--- src/rtl/multicycle_control.sv ---
// Main control FSM for the multicycle RV32I-subset datapath.
// Produces every datapath strobe, mux select and the 2-bit ALUOp from the
// current state, stretches memory states on mem_ready, counts retired
// instructions and parks in a sticky halt state on an unsupported opcode.

module multicycle_control #(
  parameter int unsigned CNT_W = 32
) (
  input  logic             clk,
  input  logic             reset,
  input  logic [6:0]       opcode,
  input  logic             mem_ready,
  output logic             PCWrite,
  output logic             PCWriteCond,
  output logic             OldPCWrite,
  output logic             IorD,
  output logic             MemRead,
  output logic             MemWrite,
  output logic             IRWrite,
  output logic             RegWrite,
  output logic [1:0]       MemtoReg,
  output logic [1:0]       ALUSrcA,
  output logic [1:0]       ALUSrcB,
  output logic [1:0]       ALUOp,
  output logic [1:0]       PCSource,
  output logic [3:0]       state,
  output logic [CNT_W-1:0] instret,
  output logic             halted
);

  // Supported major opcodes.
  localparam logic [6:0] OpLoad  = 7'b0000011;
  localparam logic [6:0] OpStore = 7'b0100011;
  localparam logic [6:0] OpReg   = 7'b0110011;
  localparam logic [6:0] OpImm   = 7'b0010011;
  localparam logic [6:0] OpBeq   = 7'b1100011;
  localparam logic [6:0] OpJal   = 7'b1101111;
  localparam logic [6:0] OpJalr  = 7'b1100111;
  localparam logic [6:0] OpLui   = 7'b0110111;

  // Encodings are visible on the debug state port, so they are pinned.
  typedef enum logic [3:0] {
    StFetch   = 4'd0,
    StDecode  = 4'd1,
    StMemAdr  = 4'd2,
    StMemRd   = 4'd3,
    StMemWb   = 4'd4,
    StMemWr   = 4'd5,
    StExR     = 4'd6,
    StExI     = 4'd7,
    StAluWb   = 4'd8,
    StBeq     = 4'd9,
    StJal     = 4'd10,
    StJalr    = 4'd11,
    StLui     = 4'd12,
    StIllegal = 4'd15
  } state_e;

  localparam logic [CNT_W-1:0] CntOne = {{(CNT_W-1){1'b0}}, 1'b1};

  state_e           state_q, state_d;
  logic [CNT_W-1:0] instret_q;
  logic             halted_q;
  logic             retire;

  // Opcode dispatch out of DECODE.
  function automatic state_e decode_target(input logic [6:0] op);
    state_e target;
    case (op)
      OpLoad, OpStore: target = StMemAdr;
      OpReg:           target = StExR;
      OpImm:           target = StExI;
      OpBeq:           target = StBeq;
      OpJal:           target = StJal;
      OpJalr:          target = StJalr;
      OpLui:           target = StLui;
      default:         target = StIllegal;
    endcase
    return target;
  endfunction

  // Next-state logic; memory states hold until mem_ready.
  always_comb begin
    state_d = state_q;
    case (state_q)
      StFetch:   state_d = mem_ready ? StDecode : StFetch;
      StDecode:  state_d = decode_target(opcode);
      // opcode[5] separates store (1) from load (0).
      StMemAdr:  state_d = opcode[5] ? StMemWr : StMemRd;
      StMemRd:   state_d = mem_ready ? StMemWb : StMemRd;
      StMemWb:   state_d = StFetch;
      StMemWr:   state_d = mem_ready ? StFetch : StMemWr;
      StExR:     state_d = StAluWb;
      StExI:     state_d = StAluWb;
      StLui:     state_d = StAluWb;
      StAluWb:   state_d = StFetch;
      StBeq:     state_d = StFetch;
      StJal:     state_d = StFetch;
      StJalr:    state_d = StFetch;
      StIllegal: state_d = StIllegal;
      // Unused encodings recover to a clean fetch.
      default:   state_d = StFetch;
    endcase
  end

  // An instruction retires on the edge that leaves its last state for FETCH.
  always_comb begin
    retire = 1'b0;
    case (state_q)
      StMemWb, StAluWb, StBeq, StJal, StJalr: retire = 1'b1;
      StMemWr:                                retire = mem_ready;
      default:                                retire = 1'b0;
    endcase
  end

  // State register, retired-instruction counter and sticky halt flag.
  always_ff @(posedge clk) begin
    if (reset) begin
      state_q   <= StFetch;
      instret_q <= '0;
      halted_q  <= 1'b0;
    end else begin
      state_q <= state_d;
      if (retire) begin
        instret_q <= instret_q + CntOne;
      end
      if (state_q == StIllegal) begin
        halted_q <= 1'b1;
      end
    end
  end

  // Moore output decode; only FETCH strobes depend on mem_ready, reset kills all.
  always_comb begin
    PCWrite     = 1'b0;
    PCWriteCond = 1'b0;
    OldPCWrite  = 1'b0;
    IorD        = 1'b0;
    MemRead     = 1'b0;
    MemWrite    = 1'b0;
    IRWrite     = 1'b0;
    RegWrite    = 1'b0;
    MemtoReg    = 2'b00;
    ALUSrcA     = 2'b00;
    ALUSrcB     = 2'b00;
    ALUOp       = 2'b00;
    PCSource    = 2'b00;
    case (state_q)
      StFetch: begin
        // PC+4 goes straight into PC while OldPC keeps this instruction's PC.
        MemRead    = 1'b1;
        ALUSrcB    = 2'b01;
        IRWrite    = mem_ready;
        PCWrite    = mem_ready;
        OldPCWrite = mem_ready;
      end
      StDecode: begin
        // Speculative branch/jump target OldPC + imm into ALUOut.
        ALUSrcA = 2'b01;
        ALUSrcB = 2'b10;
      end
      StMemAdr: begin
        ALUSrcA = 2'b10;
        ALUSrcB = 2'b10;
      end
      StMemRd: begin
        MemRead = 1'b1;
        IorD    = 1'b1;
      end
      StMemWb: begin
        RegWrite = 1'b1;
        MemtoReg = 2'b01;
      end
      StMemWr: begin
        MemWrite = 1'b1;
        IorD     = 1'b1;
      end
      StExR: begin
        ALUSrcA = 2'b10;
        ALUOp   = 2'b10;
      end
      StExI: begin
        ALUSrcA = 2'b10;
        ALUSrcB = 2'b10;
      end
      StLui: begin
        ALUSrcB = 2'b10;
        ALUOp   = 2'b11;
      end
      StAluWb: begin
        RegWrite = 1'b1;
      end
      StBeq: begin
        ALUSrcA     = 2'b10;
        ALUOp       = 2'b01;
        PCWriteCond = 1'b1;
        PCSource    = 2'b01;
      end
      StJal: begin
        // PC already holds PC+4 from FETCH, so it is the link value.
        PCWrite  = 1'b1;
        PCSource = 2'b01;
        RegWrite = 1'b1;
        MemtoReg = 2'b10;
      end
      StJalr: begin
        ALUSrcA  = 2'b10;
        ALUSrcB  = 2'b10;
        PCWrite  = 1'b1;
        RegWrite = 1'b1;
        MemtoReg = 2'b10;
      end
      default: ;
    endcase
    if (reset) begin
      PCWrite     = 1'b0;
      PCWriteCond = 1'b0;
      OldPCWrite  = 1'b0;
      IorD        = 1'b0;
      MemRead     = 1'b0;
      MemWrite    = 1'b0;
      IRWrite     = 1'b0;
      RegWrite    = 1'b0;
      MemtoReg    = 2'b00;
      ALUSrcA     = 2'b00;
      ALUSrcB     = 2'b00;
      ALUOp       = 2'b00;
      PCSource    = 2'b00;
    end
  end

  assign state   = state_q;
  assign instret = instret_q;
  assign halted  = halted_q;

endmodule

--- config.mk ---
export PLATFORM = sky130hd
export DESIGN_NAME = multicycle_control
export DESIGN_NICKNAME = d
export VERILOG_FILES = /design/src/rtl/multicycle_control.sv
export SDC_FILE = /design/constraint.sdc
export NUM_CORES = 1
export LEC_CHECK = 0
export CAP_MARGIN = 5
export CORE_ASPECT_RATIO = 0.75
export CORE_UTILIZATION = 40
export CTS_CLUSTER_DIAMETER = 120
export DETAILED_ROUTE_END_ITERATION = 10
export DONT_BUFFER_PORTS = 1
export PLACE_DENSITY_LB_ADDON = 0.3
export SLEW_MARGIN = 20
export SYNTH_ARGS = -nofsm -noshare
export SYNTH_HDL_FRONTEND = slang
export SYNTH_SLANG_ARGS = --single-unit
--- constraint.sdc ---
create_clock -name clk -period 2.22 [get_ports clk]
set_clock_uncertainty 0.05 [all_clocks]
set_input_delay 0.666 -clock clk [delete_from_list [all_inputs] [get_ports clk]]
set_output_delay 0.666 -clock clk [all_outputs]
set_load 0.005 [all_outputs]
======== Word level (Yosys, flattened, before mapping) ========
Cells that the tools add are included.
operators by class
  muxes and demuxes ....................... 31
  add/sub/neg operators ................... 1
  reductions and logical operators ........ 11
  equal/unequal tests ..................... 21
operator list
  operator               number
  $pmux 4 s7             2
  $add 32x1->32 const B  1
  $eq 4x4->1 const B     6
  $eq 7x6->1 const B     3
  $eq 7x7->1 const B     3
  $eq 4x3->1 const B     4
  $mux 1                 15
  $reduce_or 5->1        3
  $pmux 2 s2             3
  $mux 2                 5
  $reduce_or 2->1        5
  $mux 3                 3
  $eq 4x2->1 const B     2
  $eq 7x2->1 const B     1
  $eq 7x5->1 const B     1
  $pmux 2 s3             1
  $eq 4x1->1 const B     1
  $logic_not 4->1        1
  $pmux 1 s2             2
  $reduce_or 4->1        1
  $reduce_or 3->1        1
storage, ports and cells
  input bits .............................. 10
  output and inout port bits .............. 55
  flip-flop bits (word level) ............. 37
  word-level logic and storage cells ...... 67

======== Longest topological paths before layout ========
Gate-level depths: netlist of run 1.
  word-level depth ........................ 4
  gate-level depth with buffers ........... 7
  mapped depth without buffers ............ 6

======== Least setup slack after synthesis of run 1 ========
OpenSTA, ideal clock, no wires.
  kind .................................... register to output
  from .................................... register state_q[1] (netlist: state[1])
  to ...................................... output PCWrite
  arrival ................................. 1549 ps
  path buffers ............................ 0
  required time ........................... 1504 ps
  path slack .............................. -45 ps
  cell stages (with the launch flop) ...... 5
  path through ............................ dfxtp_1 > clkinv_1 > or4b_2 > inv_1 > or2_1
between the ends
  longest elaborated chain between the ends .. 4
  elaborated cells between the ends (all ways) .. 6
  those cells by class .................... 2 x eq/ne; 2 x mux; 2 x reduce/logical
RTL lines
  element                           line  RTL
  start, declared                   61    state_e state_q, state_d;
  start signal, assigned            119   state_q <= StFetch;
  start signal, assigned            123   state_q <= state_d;
  $eq 4x4->1                        148   case (state_q)
  $reduce_or 2->1 (no source line)  -
  $pmux 1 s2 (*)                    148
  $mux 1 (*)                        215   if (reset) begin
  end, declared                     13    output logic PCWrite,
Mark *: on every way between the ends. The rest lies on a longest branch, timed or not.

======== Worst setup path after layout of run 1 ========
  from .................................... register state_q[3] (netlist: state[3])
  to ...................................... register instret_q[31] (netlist: instret[31])
between the ends
  longest elaborated chain between the ends .. 3
  elaborated cells between the ends (all ways) .. 8
  those cells by class .................... 6 x eq/ne; 1 x mux; 1 x reduce/logical
RTL lines
  element                                   line  RTL
  $eq 4x4->1 or $eq 4x3->1 (tied branches)  109   case (state_q)
  $reduce_or 5->1                           109
  $pmux 1 s2 (*)                            109
  end signal, assigned                      125   instret_q <= instret_q + CntOne;
  end, declared                             62    logic [CNT_W-1:0] instret_q;
Marks and branches as above.
A chain may end at the register's enable or synchronous reset.

==> flow_metrics.env, run 1 <==
export IMPL_ir_worst_vdd_v=0.000301
export IMPL_setup_ws_ps=67.9
export IMPL_drv_cap=0
export IMPL_syn_to_final_growth_pct=20.4
export IMPL_synth_nets=299
export IMPL_drt_iter0_drc=164
export IMPL_dpl_worst_slack_ps=9.32
export IMPL_routedWlPerCell_um=15.3
export IMPL_cp_top_family="simple AND/OR/NAND/NOR gates"
export IMPL_grt_max_degree=49
export IMPL_clkLatencyLatePin_ps=290
export IMPL_ys_seq_elements=37
export IMPL_path_class="reg2reg"
export IMPL_cts_htree_levels=2
export IMPL_dieArea_mm2=0.00585
export IMPL_hold_viol_final=0
export IMPL_cts_tree="built"
export IMPL_final_nets=320
export IMPL_crit_path_start_kind="flop"
export IMPL_synth_async_reset_ratio=0
export IMPL_required_ps=2400
export IMPL_arrival_ps=2330
export IMPL_endpoint_kind="flop"
export IMPL_leakage_nw=0.852
export IMPL_gp_routability_congestion=0.859
export IMPL_core_mm2=0.00535
export IMPL_antenna_left=0
export IMPL_grt_pass1_wl_mm=9.41
export IMPL_synth_ff_type="dfxtp_1"
export IMPL_min_path_type="in2reg"
export IMPL_start_util=0.415
export IMPL_viasPerCell=5.61
export IMPL_numCtsBuffers=5
export IMPL_clock_sinks=37
export IMPL_drc_errors=0
export IMPL_clk_pin_slew_worst_paths_ps=70
export IMPL_layout_min_cycle_time_ps=2150
export IMPL_grt_pass1_vias=1957
export IMPL_grt_overflow=0
export IMPL_syn_cell_area_mm2=0.00222
export IMPL_synthSimpleGateAreaFrac=0.348
export IMPL_diodes=0
export IMPL_rsz0062_at_grt="yes"
export IMPL_synthAdderAreaFrac=0.00564
export IMPL_vias=2159
export IMPL_yosys_warnings=0
export IMPL_max_stage_delay_ps=520
export IMPL_fillers=533
export IMPL_antenna_found_initial=0
export IMPL_dieWidth_um=88.0
export IMPL_cp_common_cell="a21oi_2"
export IMPL_fin_hold_ws_ps=397
export IMPL_fin_cells=385
export IMPL_fmax_ghz=0.465
export IMPL_path_buf_inv=2
export IMPL_finalCritPeriodShare=0.969
export IMPL_dp_cells=372
export IMPL_slowest_stage="or4_4"
export IMPL_power_per_cell_area_mw_per_mm2=820
export IMPL_ioPinCount=65
export IMPL_grt_use_total=0.206
export IMPL_port_buffers=0
export IMPL_synth_top_cells_by_count="dfxtp_1, nor2_1, a21oi_1, xnor2_1"
export IMPL_synthDistinctLibCells=49
export IMPL_finalSetupViolCount=0
export IMPL_synth_area_leader_cell="dfxtp_1"
export IMPL_syn_inst=288
export IMPL_avgSynthCellArea_um2=7.71
export IMPL_hold_buffers=0
export IMPL_synth_area_leaders="dfxtp_1, xnor2_1, a21oi_1"
export IMPL_synth_xor_area_frac=0.0908
export IMPL_cp_max_fo=6
export IMPL_path_cells="buf_2 -> buf_4 -> nor3b_4 -> a21oi_2 -> or3_4 -> or4_4 -> a21oi_2"
export IMPL_synth_top_area_share=0.334
export IMPL_firstDrtPassIters=4
export IMPL_synth_seq_area_share=0.334
export IMPL_synth_edf_count=0
export IMPL_synth_top_family_by_area="simple AND/OR/NAND/NOR gates"
export IMPL_dp_hpwl_mm=4.03
export IMPL_synthMuxAreaShare=0.00451
export IMPL_drv_slew=0
export IMPL_wirelength_mm=5.88
export IMPL_fin_setup_tns_ps=0
export IMPL_total_power_mw=2.19
export IMPL_synth_most_common_cell="dfxtp_1"
export IMPL_clk_path_buf_depth=2
export IMPL_die_h_um=66.5
export IMPL_synth_compound_area_share=0.157
export IMPL_clockRootBuffer="clkbuf_8"
export IMPL_outcome="completed"
export IMPL_num_rows=23
export IMPL_drive_gt1_frac=0.213
==> kinds of logic after synthesis <==
family	Yosys count
flops	37
simple gates	137
mux	1
xor+xnor	23
compound gates	59
other cells	1
fa+ha+maj	1
buf+inv	29
==> registers in the layout, indices dropped and copies added, names as in the netlist <==
name,count
instret,32
halted,1
state,4
==> report_power, final <==
| part | total [mW] | switching (mW) | internal [mW] |
|---|---|---|---|
| Clock | 0.452 | 0.229 | 0.223 |
| Sequential | 0.793 | 0.0809 | 0.712 |
| Combinational | 0.946 | 0.492 | 0.454 |
==> layout by cell type, fill, tap and decap left out, types with 9 or more instances in the layout <==
cell type  netlist  routed
xnor2_1         22      22
o21ai_0         18      18
nor3_1          12      11
a21oi_1         28      26
nand4_1          9       9
nor2_1          34      33
dfxtp_1         37      33
or3_1           11      11
nand2_1         18      18
buf_4            5      32
==> what timing repair did <==
item                       in CTS  in global routing
gates cloned                    0                  1
resized for setup              17                 11
buffers inserted                0                  5
pin swaps                       4                  9
setup endpoints to repair      16                 11
==> final cells by class <==
class,count,area (um2),share of cell area
timing repair buffer,34,256,0.0960
clock buffer,8,80.1,0.0300
inverter,8,31.3,0.0117
multi-input combinational,223,1460,0.544
tap,75,93.8,0.0351
sequential,37,756,0.283
==> stage by stage <==
stage | util | cell area [um2]
2_1_floorplan | - | 2220
6_report | 0.499 | 2670
3_3_place_gp | 0.456 | 2440
5_1_grt | 0.499 | 2670
3_5_place_dp | 0.456 | 2440
4_1_cts | 0.482 | 2580
==> metal layers <==
layer / wire length (um) / vias up / part of all wire / track usage
met5: 0 / - / 0 / 0
met4: 56 / 0 / 0.0095 / 0.0706
met3: 588 / 6 / 0.10 / 0.0905
met2: 2480 / 66 / 0.42 / 0.290
met1: 2750 / 1015 / 0.47 / 0.278
li1: - / 1072 / - / -
==> worst register-to-register path, cell delays in order, from the launching register on <==
cell,delay [ps]
dfxtp_4,370
buf_2,160
buf_4,140
nor3b_4,220
a21oi_2,90
or3_4,410
or4_4,520
a21oi_2,120
==> path summary, 6_finish.rpt <==
path / start / end / slack [ps] / cells past startpoint
worst min register to register: halted / halted / 480 / 2
worst max register to register: state[3] / instret[31] / 70 / 7
worst max-delay path: state[3] / instret[31] / 70 / 7
worst min-delay path: reset / instret[14] / 400 / 1
Note: power is estimated with default switching activity, not from simulation.
==> inputs of run 2 (changes only) <==
--- a/config.mk
+++ b/config.mk
@@ -11,6 +11,7 @@
 export CTS_CLUSTER_DIAMETER = 120
 export DETAILED_ROUTE_END_ITERATION = 10
 export DONT_BUFFER_PORTS = 1
+export GPL_TIMING_DRIVEN = 0
 export PLACE_DENSITY_LB_ADDON = 0.3
 export SLEW_MARGIN = 20
 export SYNTH_ARGS = -nofsm -noshare
==> run 2 against run 1 <==
  * Critical path depth down 3
  * Register-to-register slack better by 20 ps
  * Flip-flop and latch count unchanged
  * Setup slack worse by 77 ps
  * Die area unchanged
  * Critical endpoint is now PCWrite
  * Wire length down 0.68%
  * The run now ends with setup timing left
  * Design area down 1.5%
==> flow_metrics.env, run 2 (synthesis gave the netlist of run 1 again) <==
export IMPL_grt_pass1_wl_mm=9.11
export IMPL_drv_slew=0
export IMPL_dp_hpwl_mm=4.21
export IMPL_arrival_ps=1510
export IMPL_grt_overflow=0
export IMPL_rsz0062_at_grt="yes"
export IMPL_layout_common_cells="nor2_1, dfxtp_1, a21oi_1"
export IMPL_firstDrtPassIters=4
export IMPL_path_cells="buf_6 -> or4b_4 -> inv_2 -> or2_1"
export IMPL_start_util=0.415
export IMPL_grt_pass1_vias=1791
export IMPL_cp_startpoint="state[3]"
export IMPL_dieWidth_um=88.0
export IMPL_cts_htree_levels=2
export IMPL_largest_reg_flops=32
export IMPL_diodes=0
export IMPL_maxSlewHeadroom=0.641
export IMPL_fin_util=0.492
export IMPL_clk_path_buf_depth=2
export IMPL_grt_max_degree=11
export IMPL_dpl_worst_slack_ps=-197
export IMPL_wirelength_mm=5.84
export IMPL_grt_use_total=0.206
export IMPL_die_h_um=66.5
export IMPL_power_per_cell_area_mw_per_mm2=831
export IMPL_antenna_left=0
export IMPL_num_rows=23
export IMPL_crit_path_start_kind="flop"
export IMPL_numCtsBuffers=5
export IMPL_max_stage_delay_ps=480
export IMPL_final_common_cell="nor2_1"
export IMPL_fillers=544
export IMPL_viasPerCell=5.74
export IMPL_cp_max_fo=10
export IMPL_drv_cap=0
export IMPL_endpoint_kind="output port"
export IMPL_drive_gt1_frac=0.195
export IMPL_min_path_type="reg2reg"
export IMPL_finalSetupViolCount=1
export IMPL_finalCritPeriodShare=1.00
export IMPL_antenna_found_initial=0
export IMPL_gp_routability_congestion=0.812
export IMPL_core_mm2=0.00535
export IMPL_syn_to_final_growth_pct=18.7
export IMPL_violations="setup timing"
export IMPL_total_power_mw=2.19
export IMPL_hp_start="instret[31]"
export IMPL_slowest_stage="or4b_4"
export IMPL_clock_sinks=37
export IMPL_cts_tree="built"
export IMPL_clkLatencyLatePin_ps=290
export IMPL_outcome="finished with violations"
export IMPL_setup_ws_ps=-8.71
export IMPL_layout_min_cycle_time_ps=2230
export IMPL_hold_viol_final=0
export IMPL_ioPinCount=65
export IMPL_path_class="reg2out"
export IMPL_fin_setup_tns_ps=-8.71
export IMPL_ir_worst_vdd_v=0.000291
export IMPL_clockRootBuffer="clkbuf_8"
export IMPL_worstMarginPinSlew_ps=539
export IMPL_drt_iter0_drc=80
export IMPL_r2r_start="instret[2]"
export IMPL_fmax_ghz=0.449
export IMPL_vias=2137
export IMPL_port_buffers=0
export IMPL_drc_errors=0
export IMPL_final_nets=308
export IMPL_multi_input_area_mm2=0.00148
export IMPL_required_ps=1500
export IMPL_leakage_nw=0.801
export IMPL_routedWlPerCell_um=15.7
export IMPL_regArea_um2=757
export IMPL_dieArea_mm2=0.00585
export IMPL_clk_pin_slew_worst_paths_ps=70
[run 2: worst max-delay path: cells and delay by family (launching register included)]
kind          cells  cell delay (ps)
simple gates      2              590
flops             1              390
buf+inv           2              240
[run 2: cell type report]
class	count	area share
multi-input combinational	222	0.562
sequential	37	0.287
buffer	20	0.0599
tap	75	0.0356
clock buffer	7	0.0328
inverter	8	0.0133
timing repair buffer	3	0.00855
[run 2: worst paths after layout]
check | to | slack, ps | cells after the start
max reg2reg | instret[27] | 90 | 6
min | instret[31] | 460 | 2
min reg2reg | instret[31] | 460 | 2
max | PCWrite | -9 | 4
[run 2: metrics by stage]
stage	instances	cell area (um2)	hold WS, ps
2_1_floorplan	288	2220	415
3_3_place_gp	363	2310	443
3_5_place_dp	363	2310	452
4_1_cts	370	2510	462
5_1_grt	372	2630	489
6_report	372	2630	456
[run 2: power by group]
group	internal, mW	switching, mW
Sequential	0.711	0.0636
Combinational	0.420	0.525
Clock	0.246	0.223
[run 2: routing by layer]
metal / GRT usage / wire [um]
met1: 0.301 / 2850
met2: 0.278 / 2390
met3: 0.0743 / 514
met4: 0.0544 / 83
met5: 0 / 0
[run 2: what timing repair did]
item,in CTS,in global routing
hold endpoints to repair,0,0
setup buffers,1,2
pin swaps,2,8
setup endpoints to repair,24,23
resized for setup,36,30
hold buffers,0,0
